## src/rtl/dmem_arbiter.sv

```systemverilog
// dmem_arbiter
//   Shares the single-port data memory between the core load/store port and
//   the loader/debug port. One access is granted at a time (round-robin on a
//   tie). The block issues one memory strobe per access, waits out the memory
//   read latency, and returns a one-cycle ack plus held read data to the
//   owning port.
//
// Ports
//   clk, reset          : clock, synchronous active-low reset
//   core_req/we/addr/wdata : core request fields (held until core_ack)
//   core_rdata, core_ack   : core read data (held), one-cycle completion pulse
//   core_stall             : core_req & ~core_ack (combinational)
//   ldr_req/we/addr/wdata  : loader request fields
//   ldr_rdata, ldr_ack     : loader read data (held), one-cycle completion pulse
//   mem_wr, mem_rd         : memory strobes, high only in ISSUE
//   mem_addr, mem_wr_data  : memory address / write data (hold last grant)
//   mem_rd_data            : memory read data
//   busy                   : FSM not in IDLE
//   grant_id               : 0 = core, 1 = loader; owner of current/last access
//   conflict_cnt           : saturating count of contention cycles
module dmem_arbiter #(
  parameter int unsigned DATA_W = 32,
  parameter int unsigned ADDR_W = 9,
  parameter int unsigned RD_LAT = 2,
  parameter int unsigned CNT_W  = 16
) (
  input  logic              clk,
  input  logic              reset,
  input  logic              core_req,
  input  logic              core_we,
  input  logic [ADDR_W-1:0] core_addr,
  input  logic [DATA_W-1:0] core_wdata,
  output logic [DATA_W-1:0] core_rdata,
  output logic              core_ack,
  output logic              core_stall,
  input  logic              ldr_req,
  input  logic              ldr_we,
  input  logic [ADDR_W-1:0] ldr_addr,
  input  logic [DATA_W-1:0] ldr_wdata,
  output logic [DATA_W-1:0] ldr_rdata,
  output logic              ldr_ack,
  output logic              mem_wr,
  output logic              mem_rd,
  output logic [ADDR_W-1:0] mem_addr,
  output logic [DATA_W-1:0] mem_wr_data,
  input  logic [DATA_W-1:0] mem_rd_data,
  output logic              busy,
  output logic              grant_id,
  output logic [CNT_W-1:0]  conflict_cnt
);

  // RD_LAT is limited to 1..4, so the remaining-latency counter needs 2 bits.
  localparam int unsigned        LAT_W      = 2;
  localparam logic [LAT_W-1:0]   LAT_LOAD   = LAT_W'(RD_LAT - 1);
  localparam logic [CNT_W-1:0]   CNT_MAX    = {CNT_W{1'b1}};
  localparam logic               GRANT_CORE = 1'b0;
  localparam logic               GRANT_LDR  = 1'b1;

  if (RD_LAT < 1 || RD_LAT > 4) begin : g_bad_rd_lat
    $error("dmem_arbiter: RD_LAT must be in 1..4");
  end

  typedef enum logic [1:0] {
    S_IDLE  = 2'd0,
    S_ISSUE = 2'd1,
    S_WAIT  = 2'd2,
    S_DONE  = 2'd3
  } state_t;

  state_t             state_q, state_d;
  logic [LAT_W-1:0]   lat_q, lat_d;
  logic               we_q, we_d;
  logic               last_q, last_d;
  logic               pick_ldr;
  logic [ADDR_W-1:0]  addr_d;
  logic [DATA_W-1:0]  wdata_d;
  logic               grant_d;
  logic [DATA_W-1:0]  core_rdata_d, ldr_rdata_d;
  logic               core_ack_d, ldr_ack_d;
  logic               mem_wr_d, mem_rd_d;
  logic               busy_d;
  logic [CNT_W-1:0]   cnt_d;

  assign core_stall = core_req & ~core_ack;

  // Next-state and next-output logic.
  always_comb begin
    state_d      = state_q;
    lat_d        = lat_q;
    we_d         = we_q;
    last_d       = last_q;
    pick_ldr     = 1'b0;
    addr_d       = mem_addr;
    wdata_d      = mem_wr_data;
    grant_d      = grant_id;
    core_rdata_d = core_rdata;
    ldr_rdata_d  = ldr_rdata;
    core_ack_d   = 1'b0;
    ldr_ack_d    = 1'b0;
    mem_wr_d     = 1'b0;
    mem_rd_d     = 1'b0;
    cnt_d        = conflict_cnt;

    case (state_q)
      S_IDLE: begin
        if (core_req || ldr_req) begin
          // Loader wins when alone, or on a tie when the core had the last grant.
          pick_ldr = ldr_req && (!core_req || (last_q == GRANT_CORE));
          we_d     = pick_ldr ? ldr_we    : core_we;
          addr_d   = pick_ldr ? ldr_addr  : core_addr;
          wdata_d  = pick_ldr ? ldr_wdata : core_wdata;
          grant_d  = pick_ldr;
          last_d   = pick_ldr;
          mem_wr_d = we_d;
          mem_rd_d = !we_d;
          state_d  = S_ISSUE;
        end
      end
      S_ISSUE: begin
        if (we_q) begin
          core_ack_d = (grant_id == GRANT_CORE);
          ldr_ack_d  = (grant_id == GRANT_LDR);
          state_d    = S_DONE;
        end else begin
          lat_d   = LAT_LOAD;
          state_d = S_WAIT;
        end
      end
      S_WAIT: begin
        // Counter at zero marks the cycle in which mem_rd_data is valid.
        if (lat_q == '0) begin
          if (grant_id == GRANT_LDR) begin
            ldr_rdata_d = mem_rd_data;
          end else begin
            core_rdata_d = mem_rd_data;
          end
          core_ack_d = (grant_id == GRANT_CORE);
          ldr_ack_d  = (grant_id == GRANT_LDR);
          state_d    = S_DONE;
        end else begin
          lat_d = lat_q - LAT_W'(1);
        end
      end
      S_DONE: begin
        state_d = S_IDLE;
      end
      default: begin
        state_d = S_IDLE;
      end
    endcase

    busy_d = (state_d != S_IDLE);

    // Contention: both requesting and neither being acknowledged this cycle.
    if (core_req && ldr_req && !core_ack && !ldr_ack && (conflict_cnt != CNT_MAX)) begin
      cnt_d = conflict_cnt + CNT_W'(1);
    end
  end

  // State and registered outputs.
  always_ff @(posedge clk) begin
    if (!reset) begin
      state_q      <= S_IDLE;
      lat_q        <= '0;
      we_q         <= 1'b0;
      last_q       <= GRANT_LDR;
      mem_addr     <= '0;
      mem_wr_data  <= '0;
      grant_id     <= GRANT_CORE;
      core_rdata   <= '0;
      ldr_rdata    <= '0;
      core_ack     <= 1'b0;
      ldr_ack      <= 1'b0;
      mem_wr       <= 1'b0;
      mem_rd       <= 1'b0;
      busy         <= 1'b0;
      conflict_cnt <= '0;
    end else begin
      state_q      <= state_d;
      lat_q        <= lat_d;
      we_q         <= we_d;
      last_q       <= last_d;
      mem_addr     <= addr_d;
      mem_wr_data  <= wdata_d;
      grant_id     <= grant_d;
      core_rdata   <= core_rdata_d;
      ldr_rdata    <= ldr_rdata_d;
      core_ack     <= core_ack_d;
      ldr_ack      <= ldr_ack_d;
      mem_wr       <= mem_wr_d;
      mem_rd       <= mem_rd_d;
      busy         <= busy_d;
      conflict_cnt <= cnt_d;
    end
  end

  // Structural invariants of the sequencer.
  a_one_strobe: assert property (@(posedge clk) disable iff (!reset) !(mem_wr && mem_rd));
  a_one_ack:    assert property (@(posedge clk) disable iff (!reset) !(core_ack && ldr_ack));
  a_ack_pulse:  assert property (@(posedge clk) disable iff (!reset)
                                 (core_ack || ldr_ack) |=> !(core_ack || ldr_ack));

endmodule
```

## config.mk

```make
export PLATFORM = sky130hd
export DESIGN_NAME = dmem_arbiter
export DESIGN_NICKNAME = d
export VERILOG_FILES = /design/src/rtl/dmem_arbiter.sv
export SDC_FILE = /design/constraint.sdc
export NUM_CORES = 1
export LEC_CHECK = 0
export BUFFER_PORTS_ARGS = -buffer_cell sky130_fd_sc_hd__buf_4
export CAP_MARGIN = 10
export CORE_MARGIN = 10
export CORE_UTILIZATION = 50
export DETAILED_ROUTE_END_ITERATION = 8
export GPL_ROUTABILITY_DRIVEN = 0
export PLACE_DENSITY = 0.93
export SYNTH_ARGS = -nofsm -noshare
export SYNTH_HDL_FRONTEND = slang
export SYNTH_SLANG_ARGS = --single-unit
```

## constraint.sdc

```tcl
create_clock -name clk -period 5 [get_ports clk]
set_clock_uncertainty 0.2 [all_clocks]
set_input_delay 0.75 -clock clk [delete_from_list [all_inputs] [get_ports clk]]
set_output_delay 0.75 -clock clk [all_outputs]
set_load 0.01 [all_outputs]
```

Yosys cells after proc, flatten, opt, wreduce, memory -nomap -nowiden
Index checks and enable logic that the tools add are counted.
{"block": "totals", "output_inout_bits": 128, "inputBits": 120, "wordCells": 63, "ff_bits": 133}
{"block": "op_classes", "muxes": 16, "n_bitwise": 4, "n_addsub": 2, "n_eq_ne": 6, "reduce_logical": 20}
{"cell": "32-bit two-way mux", "n": 1}
{"cell": "16-bit by 1-bit adder with 16-bit output, second input constant", "n": 1}
{"cell": "16-bit inequality test, second input constant", "n": 1}
{"cell": "3-bit AND reduction", "n": 4}
{"cell": "9-bit two-way mux", "n": 1}
{"cell": "2-bit two-way mux", "n": 4}
{"cell": "2-bit one-hot mux with 4 select lines", "n": 1}
{"cell": "1-bit two-way mux", "n": 6}
{"cell": "1-bit logical AND", "n": 5}
{"cell": "2-bit equality test, second input constant", "n": 2}
{"cell": "1-bit logical NOT", "n": 4}
{"cell": "2-bit logical NOT", "n": 2}
{"cell": "2-bit inequality test, second input constant", "n": 2}
{"cell": "1-bit one-hot mux with 2 select lines", "n": 2}
{"cell": "2-bit one-hot mux with 2 select lines", "n": 1}
{"cell": "2-bit nonzero test", "n": 2}
{"cell": "1-bit NOT", "n": 3}
{"cell": "2-bit by 1-bit equality test with 1-bit output, second input constant", "n": 1}
{"cell": "1-bit logical OR", "n": 2}
{"cell": "2-bit AND reduction", "n": 1}
{"cell": "2-bit by 1-bit subtractor with 2-bit output, second input constant", "n": 1}
{"cell": "1-bit bitwise AND", "n": 1}

Depth between registers and ports, before layout
{"block": "logic_depth", "word_depth": 5, "ltp_mapped": 9, "mapped_depth_nobuf": 6}

Least setup slack after synthesis
OpenSTA, ideal clock, no wires.
{"block": "synth_path", "path_type": "input port to flip-flop", "start": "input port core_req", "end": "register conflict_cnt[13]", "stages": 5, "n_path_buf": 1, "t_required_ps": 4730, "path_slack_ps": 2604, "arrival_ps": 2126, "cell_sequence": "nand4bb_2 or4_1 clkbuf_2 or4_1 a21oi_1"}
{"block": "synth_via", "elab_chain_cells": 4}
{"element": "from (decl)", "line": "29", "rtl": "input logic core_req,"}
{"element": "1-bit logical AND (4 in a row)", "line": "155", "rtl": "if (core_req && ldr_req && !core_ack && !ldr_ack && (conflict_cnt != CNT_MAX)) begin"}
{"element": "to (signal assigned)", "line": "193", "rtl": "conflict_cnt <= cnt_d;"}
{"element": "to (decl)", "line": "49", "rtl": "output logic [CNT_W-1:0] conflict_cnt"}
No other way between the ends.
A chain may end at the register's enable or synchronous reset.

Final worst setup path
{"block": "layout_path", "start": "register state_q[0]", "end": "register mem_addr[6]"}
{"block": "layout_via", "elab_chain_cells": 2}
{"element": "from (decl)", "line": "70", "rtl": "state_t state_q, state_d;"}
{"element": "from (signal assigned)", "line": "179", "rtl": "state_q <= state_d;"}
{"element": "2-bit logical NOT", "line": "104", "rtl": "case (state_q)"}
{"element": "2-bit AND reduction (no line)"}
{"element": "to (signal assigned)", "line": "183", "rtl": "mem_addr <= addr_d;"}
{"element": "to (decl)", "line": "44", "rtl": "output logic [ADDR_W-1:0] mem_addr,"}
No other way between the ends.

==> results by group <==
Floorplan
  – Die height: 123 µm
  – Core area: between 10000 and 15000 µm²
  – Ports: ~250
  – Starting density of the core: 0.512
  – Die width: 123 µm
  – Core Rows: 37
  – Die ar.: 15100 µm²

STA
  – RSZ-0062 raised after global routing: no
  – Final min period: 2.50 ns
  – Crit share post-route: 0.500
  – Worst slew margin: 0.280
  – Fmax: approximately 400 MHz
  – Count of final max-slew check failures: 0
  – Hold Violations, Final: 0
  – Fin Setup TNS: 0 ns
  – Worst Max-Slew Pin Slew: 1.08 ns
  – Setup violations, final: 0

Clock tree
  – Longest Clk Path Bufs: 2
  – CTS Root Cell: clkbuf_8
  – Clock sink count: 133
  – H-Tree Depth: 4
  – Hold buffers post-CTS: 0
  – CTS tree: built
  – Postcts setup bufs: 0
  – Clock network latency to the later pin of the worst-skew pair: 0.50 ns
  – Resized cells post-CTS: 0
  – Clock Pin Slew Worst Setup and Hold Paths: 0.06 ns
  – Num CTS Buffers: 17

Layout
  – Final net count: 965
  – Area growth, synth to finish: 48.1%
  – Non-Filler Instances: around 990
  – Antenna cells: 0
  – Fillers: 713
  – Layout cells sized above 1: 0.343

GRT
  – Largest net degree at the start of global routing: approximately 110
  – First-pass GRT wire length: between 20000 and 30000 µm
  – GRT Total Usage: 0.217
  – Number of antenna violations at the first check in global routing: 0
  – Vias in the first global route: 5237
  – GR Overflow Total: 0

Setup path
  – Worst R2R End: mem_addr[6]
  – WP data arrival: roughly 2.7 ns
  – Crit path max fanout: 42
  – Setup CP Type: reg2reg
  – R2R depth: 6
  – Reg-to-reg slack, setup: 2.50 ns
  – Critical Path Source Type: flop
  – Setup crit end kind: flop
  – Reg2reg start: state_q[0]
  – Required time of the critical path: between 5 and 6 ns

Logic synthesis
  – Yosys warns: 0
  – Syn Inst Count: a little over 600
  – Register area share after synthesis: 0.504
  – Dominant synthesized flop cell: dfxtp_1
  – Number of synthesized flops with an enable pin: 0
  – Cell accounting for the most synthesized area: dfxtp_1
  – Synth unique cells: 42
  – Asr flop ratio synth: 0
  – Avg Cell Area, Syn: 8.61 µm²
  – Synthesized area: 5280 µm²
  – Number of synthesized register bits: 133
  – Area share of the largest cell type after synthesis: 0.504
  – Synth top area cells: dfxtp_1 50%, nand2_1 9.9%, mux2i_1 8.7%
  – Syn_nets: 739

Hold path
  – Hold Path Origin: ldr_rdata[2]
  – Hold WC Path Type: reg2reg
  – WHS Path Cells: 2
  – Worst hold endpoint: ldr_rdata[2]

Route
  – ANT nets after route: 0
  – Wire per inst: 17.4 µm
  – Overall routed net length: 17200 µm
  – DRC violations left: 0
  – DR vias/cell: 5.37
  – DR iter-0 viols: 455
  – Vias: around 5300
  – Pre-Repair DR Iteration Count: 5

Run
  – Max Cap Viol: 0

Power
  – PD cells: 493 nW/µm²
  – P_leak: 3.37 nW
  – Worst vdd ir: about 0.26 mV

Placement
  – IO buf count: 247
  – HPWL after DPL: 12700 µm
  – Dpl cells: 957

Outcome
  – Status: completed
==> final cells by class <==
cell class | count | area [µm²] | area share
Sequential cell | 133 | 2660 | 0.340
Multi-Input combinational cell | 426 | 2420 | 0.310
Timing Repair Buffer | 253 | 1900 | 0.243
Clock buffer | 17 | 414 | 0.0529
Clock inverter | 15 | 219 | 0.0280
Tap cell | 136 | 170 | 0.0217
Inverter | 9 | 35.0 | 0.00448
==> cell families (layout without fill, tap and decap cells) <==
logic type | Yosys count | after routing | share of synthesized area
flip-flops | 133 | 133 | 0.504
multiplexers | 46 | 46 | 0.0871
AO/OA/AOI/OAI | 146 | 146 | 0.171
buffers and inverters | 55 | 294 | 0.0403
adder cells (fa/ha/maj) | 5 | 5 | 0.0118
AND/OR/NAND/NOR | 229 | 229 | 0.186
==> layer usage <==
metal  track usage  share of wire  up-vias
met3        0.0978           0.12       19
met4        0.0670          0.013        0
met1         0.227           0.37     2452
met2         0.381           0.49      250
met5             0              0        -
li1              -              -     2585
==> cell usage after synthesis, types with 2 or more instances <==
master and n:
a21oi_1 72, clkbuf_1 41, or4_1 4, nand2b_1 2, a211oi_1 44, and3_1 6
o31ai_1 3, nor2b_1 2, inv_1 9, nand4_1 3, and2_1 2, nor2_1 47
nor3b_1 2, o21a_1 3, buf_2 4, a311oi_1 2, o21ai_0 8, nand3_1 8
and4_1 2, mux2i_1 46, nor3_1 5, ha_1 5, nand2_1 140, a31oi_1 3
dfxtp_1 133, a22oi_1 2
==> worst max-delay path, stage by stage (launching register included) <==
cell and delay, ns:
dfxtp_1 0.33, inv_1 0.08, ha_1 0.30, o21a_2 0.67, buf_4 0.48, nor2_1 0.07, a211oi_1 0.25
==> through the flow <==
stage / area [µm²] / power [mW] / hold WS, ns / utilization / worst slack, ns
floorplan: 5280 / 2.02 / 0.248 / - / 2.60
global placement: 7190 / 2.51 / 0.242 / 0.697 / 2.28
detailed placement: 7190 / 2.56 / 0.247 / 0.697 / 2.26
CTS: 7820 / 3.89 / 0.256 / 0.758 / 2.51
global route: 7820 / 4.07 / 0.271 / 0.758 / 2.28
finish: 7820 / 3.86 / 0.255 / 0.758 / 2.50
==> layout by cell type, fill, tap and decap left out, types with 2 or more instances in the layout <==
cell,n
nor2_1,46
nand2_1,140
nor2b_1,2
inv_6,5
clkinv_4,2
o21ai_0,8
buf_4,253
nor3b_1,2
and2_1,2
nor3_1,5
bufinv_16,4
a22oi_1,2
or4_1,4
nand2b_1,2
o21a_1,2
a31oi_1,3
a311oi_1,2
and4_1,2
o31ai_1,3
dfxtp_1,133
nand4_1,3
mux2i_1,46
inv_1,8
clkbuf_16,16
and3_1,6
a211oi_1,44
a21oi_1,72
inv_8,2
clkinvlp_4,2
nand3_1,8
ha_1,5
==> flip-flops by register name, summed over array words and instances, names as in the netlist <==
| name | flops |
|---|---|
| mem_addr | 9 |
| mem_wr_data | 32 |
| we_q | 1 |
| mem_rd | 1 |
| grant_id | 1 |
| lat_q | 2 |
| core_ack | 1 |
| conflict_cnt | 16 |
| core_rdata | 32 |
| busy | 1 |
| ldr_rdata | 32 |
| last_q | 1 |
| ldr_ack | 1 |
| mem_wr | 1 |
| state_q | 2 |
==> where the power goes <==
part           switching, mW  total [mW]  internal, mW
sequential             0.119        1.39          1.27
clock                  0.502        1.33         0.827
combinational          0.629        1.14         0.512
total                   1.25        3.86          2.61
==> how the worst max path moves through the flow <==
stage,start,end,slack (ns),cells after the start
after floorplan,core_req,conflict_cnt[13],2.60,5
after global placement,reset,we_q,2.28,5
after detailed placement,reset,we_q,2.26,5
after CTS,state_q[0],mem_addr[6],2.51,6
after global routing,state_q[0],mem_addr[7],2.28,6
final,state_q[0],mem_addr[6],2.50,6
Power figures use the tool's default switching activity.
